==> config.mk <==
export PLATFORM = sky130hd
export DESIGN_NAME = maq_min_seg
export DESIGN_NICKNAME = d
export VERILOG_FILES = /design/src/rtl/maq_min_seg.sv
export SDC_FILE = /design/constraint.sdc
export NUM_CORES = 1
export LEC_CHECK = 0
export CAP_MARGIN = 0
export CORE_UTILIZATION = 47
export DETAILED_ROUTE_END_ITERATION = 12
export PLACE_DENSITY = 0.76
export SLEW_MARGIN = 25
export SYNTH_ARGS = -nofsm -noshare
export SYNTH_HDL_FRONTEND = slang
export SYNTH_SLANG_ARGS = --single-unit
==> constraint.sdc <==
create_clock -name clk -period 2.7 [get_ports clk]
set_input_delay 0.675 -clock clk [delete_from_list [all_inputs] [get_ports clk]]
set_output_delay 0.675 -clock clk [all_outputs]
set_load 0.005 [all_outputs]
==> src/rtl/maq_min_seg.sv <==
// MM:SS BCD time base: counts seconds/minutes and emits a one-cycle carry to the hour counter.
// Define MIN_SEG_PRESCALER_EN for the internal CLK_HZ prescaler; otherwise seconds advance on tick_in.
module maq_min_seg #(
`ifdef MIN_SEG_PRESCALER_EN
  parameter int CLK_HZ = 50_000_000,
`endif
  parameter int unsigned AJUSTE_CARRY = 1
) (
  input  logic       clk,
  input  logic       rst,
  input  logic       en,
  input  logic       ajuste_min,
  input  logic       zera_seg,
`ifndef MIN_SEG_PRESCALER_EN
  input  logic       tick_in,
`endif
  output logic [3:0] bcd_s_lsd,
  output logic [2:0] bcd_s_msd,
  output logic [3:0] bcd_m_lsd,
  output logic [2:0] bcd_m_msd,
  output logic       incrementa_hora,
  output logic       tick_1hz
);

  // Packed {msd[2:0], lsd[3:0]}; out-of-range digits behave as terminal so the count self-heals.
  function automatic logic [7:0] bcd_inc(input logic [6:0] v);
    logic [3:0] lsd;
    logic [2:0] msd;
    lsd = v[3:0];
    msd = v[6:4];
    if (lsd >= 4'd9) begin
      if (msd >= 3'd5) bcd_inc = {1'b1, 7'd0};
      else             bcd_inc = {1'b0, msd + 3'd1, 4'd0};
    end else begin
      bcd_inc = {1'b0, msd, lsd + 4'd1};
    end
  endfunction

  logic [6:0] sec_q, sec_d;
  logic [6:0] min_q, min_d;
  logic       ajuste_q;
  logic       inc_q, inc_d;
  logic       tick_q, tick_d;
  logic       tick;
  logic [7:0] sec_step, min_one, min_two;
  logic       mc, adj, wrap, carry;

`ifdef MIN_SEG_PRESCALER_EN
  localparam int CW = (CLK_HZ > 1) ? $clog2(CLK_HZ) : 1;
  localparam logic [CW-1:0] TC = CW'(CLK_HZ - 1);

  logic [CW-1:0] cnt_q, cnt_d;

  always_comb begin
    tick   = en && (cnt_q == TC);
    tick_d = tick && !zera_seg;
    cnt_d  = cnt_q;
    if (zera_seg)  cnt_d = '0;
    else if (tick) cnt_d = '0;
    else if (en)   cnt_d = cnt_q + 1'b1;
  end

  always_ff @(posedge clk) begin
    if (rst) cnt_q <= '0;
    else     cnt_q <= cnt_d;
  end
`else
  always_comb begin
    tick   = en && tick_in;
    tick_d = tick_in;
  end
`endif

  always_comb begin
    sec_step = bcd_inc(sec_q);
    min_one  = bcd_inc(min_q);
    min_two  = bcd_inc(min_one[6:0]);
    adj      = ajuste_min && !ajuste_q;
    mc       = tick && !zera_seg && sec_step[7];

    sec_d = sec_q;
    if (zera_seg)  sec_d = '0;
    else if (tick) sec_d = sec_step[6:0];

    // Carry and adjust in the same cycle advance the minutes by two.
    min_d = min_q;
    wrap  = 1'b0;
    if (mc && adj) begin
      min_d = min_two[6:0];
      wrap  = min_one[7] | min_two[7];
    end else if (mc || adj) begin
      min_d = min_one[6:0];
      wrap  = min_one[7];
    end

    carry = wrap && (mc || (AJUSTE_CARRY != 0));
    inc_d = carry && !inc_q;
  end

  always_ff @(posedge clk) begin
    if (rst) begin
      sec_q    <= '0;
      min_q    <= '0;
      ajuste_q <= 1'b0;
      inc_q    <= 1'b0;
      tick_q   <= 1'b0;
    end else begin
      sec_q    <= sec_d;
      min_q    <= min_d;
      ajuste_q <= ajuste_min;
      inc_q    <= inc_d;
      tick_q   <= tick_d;
    end
  end

  assign bcd_s_lsd       = sec_q[3:0];
  assign bcd_s_msd       = sec_q[6:4];
  assign bcd_m_lsd       = min_q[3:0];
  assign bcd_m_msd       = min_q[6:4];
  assign incrementa_hora = inc_q;
  assign tick_1hz        = tick_q;

endmodule

==> flow_metrics.py <==
metrics = {
    "power": {
        "power.density_nw_per_um2": 332,
        "switching_share_pct": 27.6,
        "p_clk_share_pct": 26.0,
        "power.switching_w": 0.000142,
        "vdd_drop_max_mv": 0.230,
        "pwr-share-seq_pct": 51.6,
        "pwr-share-comb_pct": 22.4,
        "power.leakage_nw": 0.607,
        "internal-power_w": 0.000372,
    },
    "timing": {
        "rsz0062_at_grt": "false",
        "max_clock_freq_ghz": 0.398,
        "period_minus_slack_ps": 2510,
        "worstMarginPinSlew_ps": 533,
        "slew_viol_final": 0,
        "hold_violations": 0,
        "clock_skew_ps": 1.30,
        "period_share_pct": 93.1,
        "setup_ws_ps": 186,
        "maxSlewHeadroom_pct": 64.4,
        "fin_tns_setup_ps": 0,
        "setup_violations": 0,
    },
    "floorplan": {
        "start_util_pct": 49.5,
        "rows": 18,
        "die_area_um2": 2800,
        "fp.coreArea_um2": 2450,
        "die_w_um": 52.9,
        "io-pin-count": 22,
        "die_h_um": 52.9,
    },
    "synthesis": {
        "synth_seq_cells": 17,
        "synth.distinct_cells": 51,
        "ys_top_cells_by_area": "dfxtp_1 28%, ha_1 13%, inv_1 3.7%",
        "synth_area_um2": 1220,
        "yosys.area.top_type_share_pct": 28.0,
        "synth_nets": 159,
        "syn_inst": 140,
        "synth_enable_flop_cells": 0,
        "ys_seq_area_share_pct": 28.0,
        "synth.largest_area_cell": "dfxtp_1",
        "synth_warnings": 0,
        "syn_area_per_cell_um2": 8.69,
        "ys.flop_type": "dfxtp_1",
        "ys_async_sr_fraction_pct": 0,
    },
    "grt": {
        "grt_remaining_overflow": 0,
        "grt_util_all_layers_pct": 21.9,
        "grtUsageMet3_pct": 1.72,
        "grt_max_degree": 14,
        "first_global_vias": 1054,
        "busiest_layer": "met2",
        "grt_antenna_before_repair": 0,
        "grt_pass1_wl_um": 4590,
        "grt_use_met2_pct": 38.4,
        "gr-usage-met1_pct": 27.5,
    },
    "drt": {
        "via_per_inst": 5.51,
        "first_iter_violations": 4,
        "firstDrtPassIters": 8,
        "wl_per_cell_um": 13.1,
        "detail-route-antenna-nets": 0,
        "num_vias": 1096,
        "drc_errors": 1,
        "drt_wl_total_um": 2600,
    },
    "clock_network": {
        "root_buffer": "clkbuf_4",
        "clkTransAtPathRegs_ps": 100,
        "worst_skew_pair.late_latency_ps": 280,
        "cts_tree": "done",
        "cts-buffers-inserted": 3,
        "cts_sinks": 17,
        "htree_levels": 1,
        "cts_buffer_depth": 2,
    },
    "run": {
        "cap_viol_max_count": 0,
    },
    "min_path": {
        "min-delay-start": "sec_q[1]$_SDFFE_PP0P_",
        "hold_path_class": "flop to flop",
    },
    "placed_design": {
        "gp_congestion": 0.846,
        "pre_cts_slack_ps": 40.6,
        "dp.cells": 194,
        "postPlaceCellArea_um2": 1500,
        "hpwl_um": 2040,
        "port_buffers": 21,
    },
    "worst_setup_path": {
        "critPathKind": "flop to flop",
        "arrival_ps": 2720,
        "critPathCaptureType": "flop",
        "reg2reg_depth": 13,
        "crit_fanout": 6,
        "cp.required_ps": 2900,
        "setup.worst_path.end": "min_q[6]$_SDFFE_PP0P_",
        "r2r_slack_ps": 190,
        "r2r-end": "min_q[6]$_SDFFE_PP0P_",
        "startpoint": "min_q[1]$_SDFFE_PP0P_",
        "cp-start-kind": "flop",
        "r2r-start": "min_q[1]$_SDFFE_PP0P_",
    },
    "final_layout": {
        "fillers": 215,
        "area_growth_pct": 27.2,
        "final_area_um2": 1550,
        "layout_common_cells": "21 x clkdlybuf4s50_1, 16 x dfxtp_1, 13 x ha_1",
        "diodes": 0,
        "multi_input_area_um2": 833,
        "layout-drive-gt1-share_pct": 15.4,
        "nets": 189,
        "regArea_um2": 342,
        "layout_commonest_cell": "clkdlybuf4s50_1",
        "fin_cells": 199,
        "final_util_pct": 63.0,
    },
    "outcome": {
        "status": "finished, violations left",
        "violations": "DRC",
    },
}
[synthesized netlist by cell type (2+ instances only)]
| master | count |
|---|---|
| nor2_1 | 11 |
| o21bai_1 | 2 |
| nand3_1 | 5 |
| a21oi_1 | 5 |
| o211ai_1 | 3 |
| dfxtp_1 | 17 |
| o21ai_0 | 3 |
| or3_1 | 3 |
| nand2_1 | 8 |
| nor2b_1 | 3 |
| and3_1 | 2 |
| mux2i_1 | 3 |
| clkbuf_1 | 2 |
| o21a_1 | 2 |
| a31oi_1 | 2 |
| and2_1 | 2 |
| a21oi_2 | 2 |
| nor3_1 | 7 |
| inv_1 | 12 |
| nand2b_1 | 2 |
| xor2_1 | 2 |
| ha_1 | 13 |
[state kept, by name, summed over array words and instances (netlist names)]
register         cells
min_q                7
ajuste_q             1
tick_1hz             1
sec_q                7
incrementa_hora      1
[critical path: stages, from the launching register on]
cell	delay, ps
dfxtp_2	340
inv_1	50
ha_1	190
or3b_4	450
nand2_8	90
and2_4	160
inv_1	50
ha_1	200
o21ai_2	70
a2bb2oi_2	160
buf_4	150
and3_4	210
o21ai_0	100
a311oi_2	200
[how the worst min path moves through the flow]
stage / end / slack (ps) / cells after the start
2_1_floorplan: sec_q[3]$_SDFFE_PP0P_ / 480 / 2
3_3_place_gp: sec_q[3]$_SDFFE_PP0P_ / 480 / 2
3_5_place_dp: sec_q[1]$_SDFFE_PP0P_ / 500 / 2
4_1_cts: sec_q[1]$_SDFFE_PP0P_ / 520 / 2
5_1_grt: sec_q[6]$_SDFFE_PP0P_ / 550 / 2
6_report: sec_q[1]$_SDFFE_PP0P_ / 510 / 2
[logic make-up (layout without fill, tap and decap cells)]
logic type / count (synthesis) / after routing / share of synthesized area, %
AND/OR/NAND/NOR: 58 / 58 / 29.8
AO/OA/AOI/OAI: 31 / 31 / 19.4
flip-flops: 17 / 17 / 28.0
buffers and inverters: 15 / 44 / 4.73
adder cells (fa/ha/maj): 13 / 13 / 13.4
XOR/XNOR: 3 / 3 / 2.16
multiplexers: 3 / 3 / 2.47
[cell type report]
| type | count | share of cell area (%) |
|---|---|---|
| inverter | 12 | 2.91 |
| tap | 30 | 2.43 |
| multi-input combinational | 108 | 53.9 |
| clock buffer | 4 | 1.70 |
| timing repair buffer | 28 | 17.0 |
| sequential | 17 | 22.1 |
[metal layers]
layer | up-vias | wire length (um)
li1 | 561 | -
met1 | 510 | 1280
met3 | 0 | 56
met5 | - | 0
met4 | 0 | 0
met2 | 25 | 1270
[power by group through the flow]
stage          Clock, W  Combinational (W)  Sequential, W
2_1_floorplan         0          0.0000601       0.000272
3_3_place_gp          0           0.000103       0.000270
3_5_place_dp          0           0.000106       0.000270
4_1_cts        0.000133           0.000107       0.000265
5_1_grt        0.000148           0.000128       0.000267
6_report       0.000133           0.000115       0.000265
[what timing repair did]
action,CTS,global route
hold buffers,0,0
resized for setup,0,6
endpoints found under the setup margin,0,6
setup buffers,0,1
[stage by stage]
| step | power (W) | hold WS, ps |
|---|---|---|
| after floorplan | 0.000332 | 484 |
| after global placement | 0.000373 | 485 |
| after detailed placement | 0.000376 | 504 |
| after CTS | 0.000504 | 517 |
| after global routing | 0.000542 | 545 |
| final | 0.000513 | 514 |
Note: power is estimated with default switching activity, not from simulation.
==> variant 1: new RTL, same flow settings <==
The option `MIN_SEG_PRESCALER_EN` is turned on by a define.
--- a/src/rtl/maq_min_seg.sv
+++ b/src/rtl/maq_min_seg.sv
@@ -2,2 +2,4 @@
 // Define MIN_SEG_PRESCALER_EN for the internal CLK_HZ prescaler; otherwise seconds advance on tick_in.
+`define MIN_SEG_PRESCALER_EN
+
 module maq_min_seg #(
Interface: changed (removed tick_in); port bits go from 22 to 21. The function was not compared with the original's and may differ.
==> variant 1 against the original RTL <==
Wire length rose by 110%; non-clock buffer count rose by 14; count of clock-buffer cells in the layout rose by 2; die area rose by 99%; sequential share of layout area rose by 6.5 points; clock power rose to 2.7 times the old value; sequential cell count rose by 26; setup slack got worse by 0.16 ns; fmax fell by 5.9%; final area rose by 96%; combinational power rose by 95%; synthesized area rose by 100%; synthesized cell count rose by 110%; power rose by 140%; critical path type unchanged.
==> variant 1: results (changes against the original RTL) <==
async_flop_share_pct: 0  # unchanged
clock_path_buffers: 2  # unchanged
cts.reportedPaths.clkPinSlew_ns: 0.08  # -0.02 ns
first_pass_iters: 4  # -4
status: "complete, no violations"
netlist_instances: 295  # +110%
p_leak_nw: 1.05  # +73%
ys_types: 53  # +3.9%
dp_slack_ns: -0.0274  # -0.0680 ns
vdd_drop_max_v: 0.000282  # +23%
port_buffers: 20  # -4.8%
yosys-top-cells-count: "44 x nor2_1, 43 x dfxtp_1, 19 x nand2_1"
post-route-period-util_pct: 99.0  # +5.8 points
dr_total_vias: 2275  # +110%
yosysWarnings: 0  # unchanged
crit_arrival_ns: 2.86  # +0.14 ns
ys.flop_type: "dfxtp_1"
drive_above_1_share_pct: 14.7  # -0.67 points
dp_hpwl_um: 3960  # +94%
ys_seq_area_share_pct: 34.7  # +6.7 points
cp_slowest_stage_delay_ns: 0.41  # -0.04 ns
maxSlewHeadroom_pct: 63.1  # -1.3 points
drtIter0Drc: 150  # +146
worstPathMaxFanout: 5  # -1
cts_root_buffer: "clkbuf_8"
antenna_found_initial: 0  # unchanged
reg2regPathDepth: 12  # -1
grt_start_max_net_pins: 26  # +12
wl_per_cell_um: 13.7  # +4.6%
nets: 353  # +87%
grt_pass1_vias: 2024  # +92%
crit_path_start: "min_q[1]"
gp_congestion: 0.886  # +4.7%
hold_class: "flip-flop to flip-flop"
place_inst: 389  # +100%
synth_nets: 314  # +97%
top_regs: "cnt_q x26, min_q x7, sec_q x7"
cpLargestDelayFamily: "compound AO/OA/AOI/OAI gates"
via_per_inst: 5.65  # +2.5%
cts_made_buffers: 5  # +2
dpl_cell_area_um2: 2840  # +90%
synthTopCellsByArea: "dfxtp_1 35%, ha_1 7.1%, nor2_1 6.7%, xnor2_1 5.7%, nand2_1 2.9%"
grt.total_usage_pct: 20.6  # -1.3 points
htree_levels: 2  # +1
n_antenna_cell: 0  # unchanged
crit_path_top_delay_cell: "or3b_4"
fin_skew_ns: 0.00716  # +0.00586 ns
cp-endpoint: "min_q[6]"
grt_pass1_wl_um: 8800  # +92%
-- variant 1: worst min path at each step --
stage	slack, ns	endpoint	cells past startpoint	startpoint
floorplan	0.45	cnt_q[25]	2	cnt_q[25]
global placement	0.48	cnt_q[23]	2	cnt_q[23]
detailed placement	0.49	cnt_q[25]	2	cnt_q[25]
CTS	0.50	cnt_q[25]	2	cnt_q[25]
global route	0.51	cnt_q[23]	2	cnt_q[23]
finish	0.49	cnt_q[25]	2	cnt_q[25]
-- variant 1: cells by family (layout without fill, tap and decap cells) --
group                      Yosys count  count (layout)  share of synthesized area [%]
muxes                                2               2                          0.858
and+or+nand+nor                    138             138                           30.1
AOI/OAI and AO/OA                   48              48                           14.6
adders and majority gates           14              14                           7.07
DFF                                 43              43                           34.7
xor gates and xnor gates            23              23                           8.13
buffers and inverters               27              65                           4.44
-- variant 1: power by group --
| group | switching, mW | internal (mW) | leakage (nW) |
|---|---|---|---|
| logic | 0.109 | 0.115 | 0.662 |
| registers | 0.0172 | 0.643 | 0.349 |
| clock network | 0.192 | 0.172 | 0.0371 |
-- variant 1: what timing repair did --
| item | in CTS | in global routing |
|---|---|---|
| pin swaps | 1 | 6 |
| hold endpoints to repair | 0 | 0 |
| setup buffers | 1 | 7 |
| endpoints found under the setup margin | 3 | 5 |
| resized for setup | 5 | 12 |
-- variant 1: metal layers --
layer / vias to the layer above / GRT usage, % / wire length [um]
li1: 1139 / - / -
met1: 1062 / 25.6 / 2490
met2: 60 / 34.3 / 2700
met3: 14 / 4.28 / 208
met4: 0 / 9.43 / 117
met5: - / 0 / 0
-- variant 1: layout make-up --
type,instances,area (um^2)
fillers,465,2070
multi-input cells,225,1560
flip-flops and latches,43,868
repair buffers,42,378
well taps,70,87.6
clock buffers,6,72.6
inverters,17,68.8
==> variant 2: new RTL, config.mk and constraints unchanged <==
Made on the original files. Add an input register stage for `ajuste_min` and `tick_in`, cleared by the reset; this delays them by one clock. The other inputs are not delayed to match.
--- a/src/rtl/maq_min_seg.sv
+++ b/src/rtl/maq_min_seg.sv
@@ -23,2 +23,15 @@
 );
+
+  logic ajuste_min_q;
+  logic tick_r;
+
+  always_ff @(posedge clk) begin
+    if (rst) begin
+      ajuste_min_q <= '0;
+      tick_r       <= '0;
+    end else begin
+      ajuste_min_q <= ajuste_min;
+      tick_r       <= tick_in;
+    end
+  end
 
@@ -68,4 +81,4 @@
   always_comb begin
-    tick   = en && tick_in;
-    tick_d = tick_in;
+    tick   = en && tick_r;
+    tick_d = tick_r;
   end
@@ -77,3 +90,3 @@
     min_two  = bcd_inc(min_one[6:0]);
-    adj      = ajuste_min && !ajuste_q;
+    adj      = ajuste_min_q && !ajuste_q;
     mc       = tick && !zera_seg && sec_step[7];
@@ -109,3 +122,3 @@
       min_q    <= min_d;
-      ajuste_q <= ajuste_min;
+      ajuste_q <= ajuste_min_q;
       inc_q    <= inc_d;
Behaviour: not the same (a bounded check fails within 4 cycles, from zero or initial values and one cycle with rst high).
==> variant 2 against the original RTL <==
Global-route usage decreased by 0.31 points; synthesized area grew 2.5%; wire length up 2.1%; synthesized cell count up 5.0%; final cell count increased by 6.0%; sequential cell count rose by 2; fmax shrank 3.0%; final area increased by 4.9%; non-clock buffer count up 8; core utilization up 1.9 points; power shrank 0.57%; setup slack worse by 0.077 ns; combinational power fell by 30%; largest cell class unchanged; highest routed layer is now met4.
==> variant 2: results (changes against the original RTL) <==
status: "complete, no violations"
drtIter0Drc: 20  # +16
port_buffers: 21  # unchanged
wirelength_um: 2660  # +2.1%
htree_levels: 1  # unchanged
yosys-top-cells-count: "19 x dfxtp_1, 13 x ha_1, 12 x nor2_1"
p_int_mw: 0.385  # +3.5%
dp_hpwl_um: 2080  # +2.2%
p_leak_nw: 0.614  # +1.1%
r2r_slack_ns: 0.11  # -0.08 ns
ys_types: 39  # -24%
nets: 201  # +6.3%
fin_skew_ns: 0.00164  # +0.000334 ns
place_inst: 206  # +6.2%
grt_pass1_wl_um: 4510  # -1.7%
ys_seq_area_share_pct: 30.5  # +2.5 points
r2r_end: "min_q[5]"
antenna_found_initial: 0  # unchanged
hold_class: "flip-flop to flip-flop"
synth_nets: 166  # +4.4%
reg2regPathDepth: 12  # -1
hold_start: "incrementa_hora"
synthTopCellsByArea: "dfxtp_1 31%, ha_1 13%, a21oi_1 4.4%, nor2_1 3.6%, mux2i_1 3.2%"
syn_avg_cell_area_um2: 8.48  # -2.4%
rr_startpoint: "min_q[0]"
worstPathMaxFanout: 5  # -1
min_path_cells: 1  # -1
gp_congestion: 0.786  # -7.1%
grt_start_max_net_pins: 17  # +3
maxSlewHeadroom_pct: 62.5  # -1.9 points
vdd_drop_max_v: 0.000245  # +6.4%
cts.reportedPaths.clkPinSlew_ns: 0.10  # about the same
crit_arrival_ns: 2.81  # +0.09 ns
grt.total_usage_pct: 21.6  # -0.31 points
first_pass_iters: 4  # -4
drtAntennaViolNets: 0  # unchanged
min_to: "incrementa_hora"
grt_pass1_vias: 1095  # +3.9%
wl_per_cell_um: 12.6  # -3.7%
holdWs_ns: 0.428  # -0.0863 ns
yosysWarnings: 0  # unchanged
drive_above_1_share_pct: 17.7  # +2.3 points
via_per_inst: 5.37  # -2.4%
-- variant 2: changes by cell type in the layout (fill, tap and decap cells not counted), sizes merged, moves of 3 or more --
cell	change
or4	+3
a21oi	+4
nor3	-3
and3	-3
nand3	-3
o31ai	+3
nand3b	+3
buf	+8
nand2b	+4
-- variant 2: worst max-delay path: stages, from the launching register on --
cell     delay [ns]
dfxtp_4        0.37
inv_2          0.06
ha_2           0.16
or3b_4         0.41
nand2_2        0.10
nand2_1        0.08
ha_2           0.20
o21a_1         0.10
a31oi_1        0.18
o31ai_2        0.10
buf_4          0.16
or4_1          0.46
a31oi_1        0.14
-- variant 2: cell type report --
| type | count | area (um^2) |
|---|---|---|
| Fill cell | 213 | 878 |
| Multi-Input combinational cell | 112 | 812 |
| Sequential cell | 19 | 385 |
| Timing Repair Buffer | 36 | 323 |
| Inverter | 10 | 37.5 |
| Tap cell | 30 | 37.5 |
| Clock buffer | 4 | 26.3 |
-- variant 2: metal layers --
metal	global-route usage (%)	wire [um]
met5	0	0
met4	6.58	24
met3	1.72	64
met2	42.5	1410
met1	23.6	1160
-- variant 2: how the worst max path moves through the flow --
stage	start	end	slack, ns	cells past startpoint
floorplan	min_q[1]	min_q[2]	0.06	13
global placement	en	min_q[5]	-0.07	6
detailed placement	en	min_q[5]	-0.11	6
CTS	min_q[1]	min_q[5]	0.01	12
global route	min_q[0]	min_q[5]	0.02	12
finish	min_q[0]	min_q[5]	0.11	12
-- variant 2: per-stage QoR --
stage	setup slack [ns]	cell area [um^2]	power, mW	setup TNS (ns)
finish	0.109	1620	0.511	0
global route	0.0190	1620	0.538	0
CTS	0.0115	1600	0.513	0
detailed placement	-0.108	1570	0.372	-0.188
global placement	-0.0731	1570	0.370	-0.111
floorplan	0.0590	1250	0.338	0
-- variant 2: kinds of logic (layout without fill, tap and decap cells) --
family	after synthesis	after routing	share of synthesized area, %
and+or+nand+nor	59	59	26.5
AOI/OAI and AO/OA	33	33	19.1
DFF	19	19	30.5
buffers and inverters	16	50	5.52
adders and majority gates	13	13	13.1
muxes	4	4	3.21
xor gates and xnor gates	3	3	2.11
-- variant 2: power groups by stage --
stage,clock network [mW],registers [mW],logic [mW]
final,0.141,0.289,0.0806
after global routing,0.159,0.290,0.0893
after CTS,0.144,0.289,0.0799
after detailed placement,0,0.296,0.0767
after global placement,0,0.295,0.0743
after floorplan,0,0.296,0.0413
-- variant 2: repair_timing --
action	CTS	global route
hold buffers	0	0
gates resized for setup	2	8
pin swaps	1	1
setup buffers	0	1
endpoints found under the setup margin	1	3
